**config.mk**
```make
export PLATFORM = sky130hd
export DESIGN_NAME = video_ram_write_scheduler_flat
export DESIGN_NICKNAME = d
export VERILOG_FILES = /design/src/rtl/video_ram_write_scheduler_pkg.sv /design/src/rtl/video_ram_write_scheduler_if.sv /design/src/rtl/video_ram_write_scheduler_window_fill_counter.sv /design/src/rtl/video_ram_write_scheduler.sv /design/src/flat_wrapper.sv
export SDC_FILE = /design/constraint.sdc
export NUM_CORES = 1
export LEC_CHECK = 0
export CORE_ASPECT_RATIO = 1.2
export CORE_MARGIN = 2
export CORE_UTILIZATION = 52
export CTS_BUF_LIST = sky130_fd_sc_hd__clkbuf_8 sky130_fd_sc_hd__clkbuf_16
export CTS_CLUSTER_DIAMETER = 60
export DETAILED_ROUTE_END_ITERATION = 16
export PLACE_DENSITY = 0.84
export SYNTH_ARGS = -nofsm -noshare
export SYNTH_HDL_FRONTEND = slang
export SYNTH_SLANG_ARGS = --single-unit
```
**constraint.sdc**
```tcl
create_clock -name CLK -period 4.6 [get_ports CLK]
set_input_delay 0.46 -clock CLK [delete_from_list [all_inputs] [get_ports CLK]]
set_output_delay 0.46 -clock CLK [all_outputs]
set_load 0.03 [all_outputs]
```
**src/rtl/video_ram_write_scheduler_pkg.sv**
```systemverilog
// Shared screen constants, default widths and fill FSM encoding for the video RAM write scheduler.
package video_ram_write_scheduler_pkg;

    localparam int unsigned SCREEN_WIDTH        = 640;
    localparam int unsigned SCREEN_HEIGHT       = 480;
    localparam int unsigned SCREEN_CENTRE_X     = 320;
    localparam int unsigned SCREEN_CENTRE_Y     = 240;
    localparam int unsigned DEFAULT_COORD_WIDTH = 10;
    localparam int unsigned DEFAULT_DATA_WIDTH  = 3;

    typedef enum logic [1:0] {
        ST_IDLE = 2'd0,
        ST_FILL = 2'd1,
        ST_DONE = 2'd2
    } fill_state_t;

    // Half-open span test done at 32 bits so lo+n can never wrap.
    function automatic logic in_span(input int unsigned v, input int unsigned lo,
                                     input int unsigned n);
        return (v >= lo) && (v < lo + n);
    endfunction

endpackage

```
**src/rtl/video_ram_write_scheduler_if.sv**
```systemverilog
// Host/fill request side and RAM write port of the scheduler, grouped as one bus.
interface video_ram_write_scheduler_if
    import video_ram_write_scheduler_pkg::*;
#(
    parameter int unsigned COORD_WIDTH = DEFAULT_COORD_WIDTH,
    parameter int unsigned DATA_WIDTH  = DEFAULT_DATA_WIDTH
);
    logic                   iPixValid;
    logic                   oPixReady;
    logic [COORD_WIDTH-1:0] iPixRow;
    logic [COORD_WIDTH-1:0] iPixCol;
    logic [DATA_WIDTH-1:0]  iPixRGB;
    logic                   iFillStart;
    logic [DATA_WIDTH-1:0]  iFillRGB;
    logic                   oFillBusy;
    logic                   oFillDone;
    logic                   oDropped;
    logic                   oWriteEnable;
    logic [COORD_WIDTH-1:0] oWriteRow;
    logic [COORD_WIDTH-1:0] oWriteCol;
    logic [DATA_WIDTH-1:0]  oRGB;

    modport master (
        output iPixValid, iPixRow, iPixCol, iPixRGB, iFillStart, iFillRGB,
        input  oPixReady, oFillBusy, oFillDone, oDropped,
               oWriteEnable, oWriteRow, oWriteCol, oRGB
    );

    modport slave (
        input  iPixValid, iPixRow, iPixCol, iPixRGB, iFillStart, iFillRGB,
        output oPixReady, oFillBusy, oFillDone, oDropped,
               oWriteEnable, oWriteRow, oWriteCol, oRGB
    );
endinterface

```
**src/rtl/video_ram_write_scheduler_window_fill_counter.sv**
```systemverilog
// Row-major raster counter over a rectangular window; reusable for readout scanning.
module video_ram_write_scheduler_window_fill_counter #(
    parameter int unsigned COORD_WIDTH = 10,
    parameter int unsigned WIN_ROW0    = 190,
    parameter int unsigned WIN_COL0    = 270,
    parameter int unsigned WIN_ROWS    = 100,
    parameter int unsigned WIN_COLS    = 100
) (
    input  logic                   clk,
    input  logic                   rst,
    input  logic                   clear,
    input  logic                   advance,
    output logic [COORD_WIDTH-1:0] row,
    output logic [COORD_WIDTH-1:0] col,
    output logic                   last
);
    localparam logic [COORD_WIDTH-1:0] FIRST_ROW = COORD_WIDTH'(WIN_ROW0);
    localparam logic [COORD_WIDTH-1:0] FIRST_COL = COORD_WIDTH'(WIN_COL0);
    localparam logic [COORD_WIDTH-1:0] LAST_ROW  = COORD_WIDTH'(WIN_ROW0 + WIN_ROWS - 1);
    localparam logic [COORD_WIDTH-1:0] LAST_COL  = COORD_WIDTH'(WIN_COL0 + WIN_COLS - 1);

    logic row_end;
    logic col_end;

    assign row_end = (row == LAST_ROW);
    assign col_end = (col == LAST_COL);
    assign last    = row_end && col_end;

    always_ff @(posedge clk) begin
        if (rst || clear) begin
            row <= FIRST_ROW;
            col <= FIRST_COL;
        end else if (advance) begin
            if (col_end) begin
                col <= FIRST_COL;
                row <= row_end ? FIRST_ROW : row + COORD_WIDTH'(1);
            end else begin
                col <= col + COORD_WIDTH'(1);
            end
        end
    end
endmodule

```
**src/rtl/video_ram_write_scheduler.sv**
```systemverilog
// Shares the video RAM write port between host pixel writes (priority) and a window fill engine.
// Optional VBLANK_FILL_EN adds iVBlank and restricts fill grants to vertical blanking.
module video_ram_write_scheduler
    import video_ram_write_scheduler_pkg::*;
#(
    parameter int unsigned COORD_WIDTH = DEFAULT_COORD_WIDTH,
    parameter int unsigned DATA_WIDTH  = DEFAULT_DATA_WIDTH,
    parameter int unsigned WIN_ROW0    = 190,
    parameter int unsigned WIN_COL0    = 270,
    parameter int unsigned WIN_ROWS    = 100,
    parameter int unsigned WIN_COLS    = 100
) (
    input  logic CLK,
    input  logic Reset,
`ifdef VBLANK_FILL_EN
    input  logic iVBlank,
`endif
    video_ram_write_scheduler_if.slave bus
);
    fill_state_t            state;
    fill_state_t            state_nxt;
    logic [DATA_WIDTH-1:0]  fill_rgb;
    logic                   host_in_win;
    logic                   fill_ok;
    logic                   fill_grant;
    logic                   cnt_clear;
    logic                   cnt_last;
    logic [COORD_WIDTH-1:0] cnt_row;
    logic [COORD_WIDTH-1:0] cnt_col;
    logic                   we_q;
    logic                   dropped_q;
    logic [COORD_WIDTH-1:0] row_q;
    logic [COORD_WIDTH-1:0] col_q;
    logic [DATA_WIDTH-1:0]  rgb_q;

`ifdef VBLANK_FILL_EN
    assign fill_ok = iVBlank;
`else
    assign fill_ok = 1'b1;
`endif

    assign host_in_win = in_span(32'(bus.iPixRow), WIN_ROW0, WIN_ROWS) &&
                         in_span(32'(bus.iPixCol), WIN_COL0, WIN_COLS);

    video_ram_write_scheduler_window_fill_counter #(
        .COORD_WIDTH (COORD_WIDTH),
        .WIN_ROW0    (WIN_ROW0),
        .WIN_COL0    (WIN_COL0),
        .WIN_ROWS    (WIN_ROWS),
        .WIN_COLS    (WIN_COLS)
    ) u_counter (
        .clk     (CLK),
        .rst     (Reset),
        .clear   (cnt_clear),
        .advance (fill_grant),
        .row     (cnt_row),
        .col     (cnt_col),
        .last    (cnt_last)
    );

    // Fill FSM: the host always wins the port, fill only takes free cycles.
    always_comb begin
        state_nxt  = state;
        cnt_clear  = 1'b0;
        fill_grant = 1'b0;
        case (state)
            ST_IDLE: begin
                if (bus.iFillStart) begin
                    state_nxt = ST_FILL;
                    cnt_clear = 1'b1;
                end
            end
            ST_FILL: begin
                fill_grant = !bus.iPixValid && fill_ok;
                if (fill_grant && cnt_last) begin
                    state_nxt = ST_DONE;
                end
            end
            ST_DONE: state_nxt = ST_IDLE;
            default: state_nxt = ST_IDLE;
        endcase
    end

    always_ff @(posedge CLK) begin
        if (Reset) begin
            state     <= ST_IDLE;
            fill_rgb  <= '0;
            we_q      <= 1'b0;
            dropped_q <= 1'b0;
            row_q     <= '0;
            col_q     <= '0;
            rgb_q     <= '0;
        end else begin
            state     <= state_nxt;
            we_q      <= (bus.iPixValid && host_in_win) || fill_grant;
            dropped_q <= bus.iPixValid && !host_in_win;
            if (state == ST_IDLE && bus.iFillStart) begin
                fill_rgb <= bus.iFillRGB;
            end
            if (bus.iPixValid && host_in_win) begin
                row_q <= bus.iPixRow;
                col_q <= bus.iPixCol;
                rgb_q <= bus.iPixRGB;
            end else if (fill_grant) begin
                row_q <= cnt_row;
                col_q <= cnt_col;
                rgb_q <= fill_rgb;
            end
        end
    end

    assign bus.oPixReady    = !Reset;
    assign bus.oFillBusy    = (state == ST_FILL);
    assign bus.oFillDone    = (state == ST_DONE);
    assign bus.oDropped     = dropped_q;
    assign bus.oWriteEnable = we_q;
    assign bus.oWriteRow    = row_q;
    assign bus.oWriteCol    = col_q;
    assign bus.oRGB         = rgb_q;
endmodule
```
**src/flat_wrapper.sv**
```systemverilog
// flat-port wrapper written by rule: the top's interface ports become plain ports
module video_ram_write_scheduler_flat import video_ram_write_scheduler_pkg::*;
#(
    parameter int unsigned COORD_WIDTH = DEFAULT_COORD_WIDTH,
    parameter int unsigned DATA_WIDTH  = DEFAULT_DATA_WIDTH,
    parameter int unsigned WIN_ROW0    = 190,
    parameter int unsigned WIN_COL0    = 270,
    parameter int unsigned WIN_ROWS    = 100,
    parameter int unsigned WIN_COLS    = 100
)
  (CLK, Reset, bus_iPixValid, bus_iPixRow, bus_iPixCol, bus_iPixRGB, bus_iFillStart, bus_iFillRGB, bus_oPixReady, bus_oFillBusy, bus_oFillDone, bus_oDropped, bus_oWriteEnable, bus_oWriteRow, bus_oWriteCol, bus_oRGB);
  video_ram_write_scheduler_if #(.COORD_WIDTH(COORD_WIDTH), .DATA_WIDTH(DATA_WIDTH)) bus_i ();
  input  logic CLK;
  input  logic Reset;
  input wire logic [$bits(bus_i.iPixValid)-1:0] bus_iPixValid;
  input wire logic [$bits(bus_i.iPixRow)-1:0] bus_iPixRow;
  input wire logic [$bits(bus_i.iPixCol)-1:0] bus_iPixCol;
  input wire logic [$bits(bus_i.iPixRGB)-1:0] bus_iPixRGB;
  input wire logic [$bits(bus_i.iFillStart)-1:0] bus_iFillStart;
  input wire logic [$bits(bus_i.iFillRGB)-1:0] bus_iFillRGB;
  output wire logic [$bits(bus_i.oPixReady)-1:0] bus_oPixReady;
  output wire logic [$bits(bus_i.oFillBusy)-1:0] bus_oFillBusy;
  output wire logic [$bits(bus_i.oFillDone)-1:0] bus_oFillDone;
  output wire logic [$bits(bus_i.oDropped)-1:0] bus_oDropped;
  output wire logic [$bits(bus_i.oWriteEnable)-1:0] bus_oWriteEnable;
  output wire logic [$bits(bus_i.oWriteRow)-1:0] bus_oWriteRow;
  output wire logic [$bits(bus_i.oWriteCol)-1:0] bus_oWriteCol;
  output wire logic [$bits(bus_i.oRGB)-1:0] bus_oRGB;
  assign bus_i.iPixValid = bus_iPixValid;
  assign bus_i.iPixRow = bus_iPixRow;
  assign bus_i.iPixCol = bus_iPixCol;
  assign bus_i.iPixRGB = bus_iPixRGB;
  assign bus_i.iFillStart = bus_iFillStart;
  assign bus_i.iFillRGB = bus_iFillRGB;
  assign bus_oPixReady = bus_i.oPixReady;
  assign bus_oFillBusy = bus_i.oFillBusy;
  assign bus_oFillDone = bus_i.oFillDone;
  assign bus_oDropped = bus_i.oDropped;
  assign bus_oWriteEnable = bus_i.oWriteEnable;
  assign bus_oWriteRow = bus_i.oWriteRow;
  assign bus_oWriteCol = bus_i.oWriteCol;
  assign bus_oRGB = bus_i.oRGB;
  video_ram_write_scheduler #(.COORD_WIDTH(COORD_WIDTH), .DATA_WIDTH(DATA_WIDTH), .WIN_ROW0(WIN_ROW0), .WIN_COL0(WIN_COL0), .WIN_ROWS(WIN_ROWS), .WIN_COLS(WIN_COLS)) u_core (.CLK(CLK), .Reset(Reset), .bus(bus_i));
endmodule
```
==> results.yml <==
run_status:
  status: "completed"
logic_synthesis:
  syn_nets: 290
  synth_area_mm2: 0.00225
  synth_mux_area_share_pct: 1.33
  synth_top_family_by_area: "simple AND/OR/NAND/NOR gates"
  synthSimpleGateAreaFrac_pct: 25.9
  synth_compound_area_share_pct: 15.6
  yosysUniqueCellTypes: 38
  synth_edf_count: 0
  ys.flop_type: "dfxtp_1"
  yosysSeqAreaShare_pct: 44.4
  synth_xor_xnor_area_share_pct: 7.00
  postSynthAreaPerCell_um2: 8.80
  synth_fa_ha_area_share_pct: 2.22
  yosys_warnings: 0
  async_flop_share_pct: 0
  netlist_instances: 256
  ys_ff_latch: 50
worst_setup_path:
  critPathMaxFanout: 19
  arrival_ns: 3.17
  cpLargestDelayFamily: "compound AO/OA/AOI/OAI gates"
  rr_startpoint: "u_core.state[0]$_SDFFE_PP0P_"
  reg2regPathDepth: 6
  crit_required_ns: 4.84
  slowest_delay_ns: 0.97
  rrSetupSlack_ns: 2.29
  cpMaxStageDelayCell: "a2111oi_4"
  cp.buffers_inverters: 1
  end_kind: "register"
  path_cells: "clkdlybuf4s50_1 -> o41a_1 -> or4_4 -> a2111oi_4 -> a22oi_1 -> a21oi_1"
  critical_path_class: "in -> reg"
  startpoint_type: "input pin"
  r2r-end: "u_core.u_counter.row[5]$_SDFFE_PP1P_"
place:
  portBuffers: 57
  hpwl_um: 4050
  routabilityCongestion: 0.904
  pre_cts_ws_ns: 1.38
  place_area_mm2: 0.00286
finish:
  mostFrequentLayoutCells: "clkdlybuf4s50_1, dfxtp_1, nand3_1, nand2_1, a21oi_1"
  area_growth_pct: 30.4
  design_area_mm2: 0.00294
  nFillCells: 339
  diodes: 0
  final_common_cell: "clkdlybuf4s50_1"
  layout-drive-gt1-share_pct: 4.21
  nets: 343
timing:
  setup_tns_ns: 0
  hold_violations: 0
  finClkSkew_ns: 0.00975
  rsz0062_at_grt: "false"
  whs_ns: 0.471
  finalCritPeriodShare_pct: 63.7
  period_needed_ns: 2.93
  setup_viol: 0
  slew_viol_final: 0
  setup_ws_ns: 1.67
  max_freq_ghz: 0.341
  worst_pin_slew_ns: 1.12
  relSlewSlack_pct: 24.9
global_route:
  grt_max_degree: 34
  grt_pass1_wl_um: 9590
  overflow: 0
  groute.usage.overall_pct: 24.5
  grt_pass1_vias: 2026
  antenna_found_initial: 0
clock_tree:
  cts.sinks: 50
  cts-buffers-inserted: 5
  insertion_delay_ns: 0.30
  clk_pin_slew_worst_paths_ns: 0.09
  cts_root_buf: "clkbuf_8"
  post_cts_buffers: 0
  htreeDepth: 2
  ctsHoldBuffers: 0
  cts_tree: "built"
  cts_resized: 0
  clock_path_buffers: 2
hold_path:
  hold_start: "u_core.bus.oWriteCol[9]$_SDFFE_PP0P_"
  min_path_type: "reg -> reg"
  whs_path_depth: 2
  holdPathEnd: "u_core.bus.oWriteCol[9]$_SDFFE_PP0P_"
power_and_ir_drop:
  ir_worst_vdd_mv: 0.222
  pwr-share-clk_pct: 30.0
  pwr-share-seq_pct: 56.1
  power.share.combinational_pct: 13.9
  switching_share_pct: 25.5
  cellInternalPower_uw: 598
  p_leak_uw: 0.00101
  power.density_mw_per_mm2: 273
  switchingPower_uw: 204
routing:
  routed_wl_um: 5780
  firstDrtPassIters: 4
  num_vias: 2181
  drc: 0
  wire_per_inst_um: 15.8
  viasPerCell: 5.98
  antenna_left: 0
  drt-initial-drc-count: 216
floorplanning:
  core_area_mm2: 0.00420
  num_rows: 26
  io_pins: 58
  fp.dieH_um: 76.1
  start_util_pct: 53.7
  die_x_um: 64.1
  die_area_mm2: 0.00488
run:
  maxCapViolCount: 0
## layout make-up
class                   instances  area, um^2  share of cell area (%)
inverters                       6        22.5                   0.767
multi-input cells             187        1180                    40.1
repair buffers                 59         586                    19.9
well taps                      56        70.1                    2.39
flip-flops and latches         50        1000                    34.1
clock buffers                   5        68.8                    2.34
clock inverters                 2        11.3                   0.383
## registers in the layout, indices dropped and copies added (netlist names)
name,cells
u_core.bus.oRGB,3
u_core.fill_rgb,3
u_core.u_counter.row,10
u_core.state,2
u_core.bus.oWriteRow,10
u_core.bus.oDropped,1
u_core.bus.oWriteEnable,1
u_core.bus.oWriteCol,10
u_core.u_counter.col,10
## worst min-delay path, cell delays in order (launching register included)
cell and delay, ns:
dfxtp_1 0.32, nand3_1 0.06, a21oi_1 0.05
## metrics by stage
stage,std cells,total power [uW],util [%]
floorplan,256,515,-
global placement,358,570,68.1
detailed placement,358,571,68.1
CTS,365,806,70.0
global route,365,836,70.0
finish,365,802,70.0
## logic make-up (layout without fill, tap and decap cells)
logic type,after synthesis,after routing
and+or+nand+nor,111,111
AOI/OAI and AO/OA,51,51
DFF,50,50
buffers and inverters,19,72
xor gates and xnor gates,18,18
adders and majority gates,4,4
muxes,3,3
## synthesized netlist by cell type (4+ instances only)
cell type	count	area, um^2
dfxtp_1	50	1000
nand3_1	28	140
nand2_1	25	93.8
a21oi_1	23	115
a22oi_1	18	135
nor2_1	17	63.8
clkbuf_1	12	45.0
xor2_1	11	96.3
nand4_1	8	50.1
xnor2_1	7	61.3
and3_1	6	37.5
inv_1	6	22.5
nor3_1	5	25.0
ha_1	4	50.1
## metal layers
metal / GRT usage (%) / vias to the layer above / part of all wire [%]
li1: - / 1034 / -
met1: 29.7 / 1054 / 42
met3: 4.87 / 9 / 5.5
met5: 0 / - / 0
met2: 42.8 / 84 / 51
met4: 8.04 / 0 / 1.5
## worst max path at each step
stage	start	end	slack, ns	cells past startpoint
global route	bus_iPixRow[1]	u_core.bus.oWriteCol[1]$_SDFFE_PP0P_	1.52	6
global placement	bus_iPixRow[1]	u_core.bus.oWriteCol[1]$_SDFFE_PP0P_	1.42	6
detailed placement	bus_iPixRow[4]	u_core.bus.oWriteRow[5]$_SDFFE_PP0P_	1.38	6
finish	bus_iPixRow[1]	u_core.bus.oWriteRow[5]$_SDFFE_PP0P_	1.67	6
CTS	bus_iPixRow[1]	u_core.bus.oWriteRow[5]$_SDFFE_PP0P_	1.70	6
floorplan	bus_iPixRow[1]	u_core.bus.oWriteRow[4]$_SDFFE_PP0P_	2.29	6
## power groups by stage
stage	clock, uW	sequential (uW)	combinational (uW)
2_1_floorplan	0	473	41.7
3_3_place_gp	0	460	110
3_5_place_dp	0	460	111
4_1_cts	245	450	111
5_1_grt	265	452	119
6_report	240	450	112
No activity file was read; power rests on OpenSTA's default activity.
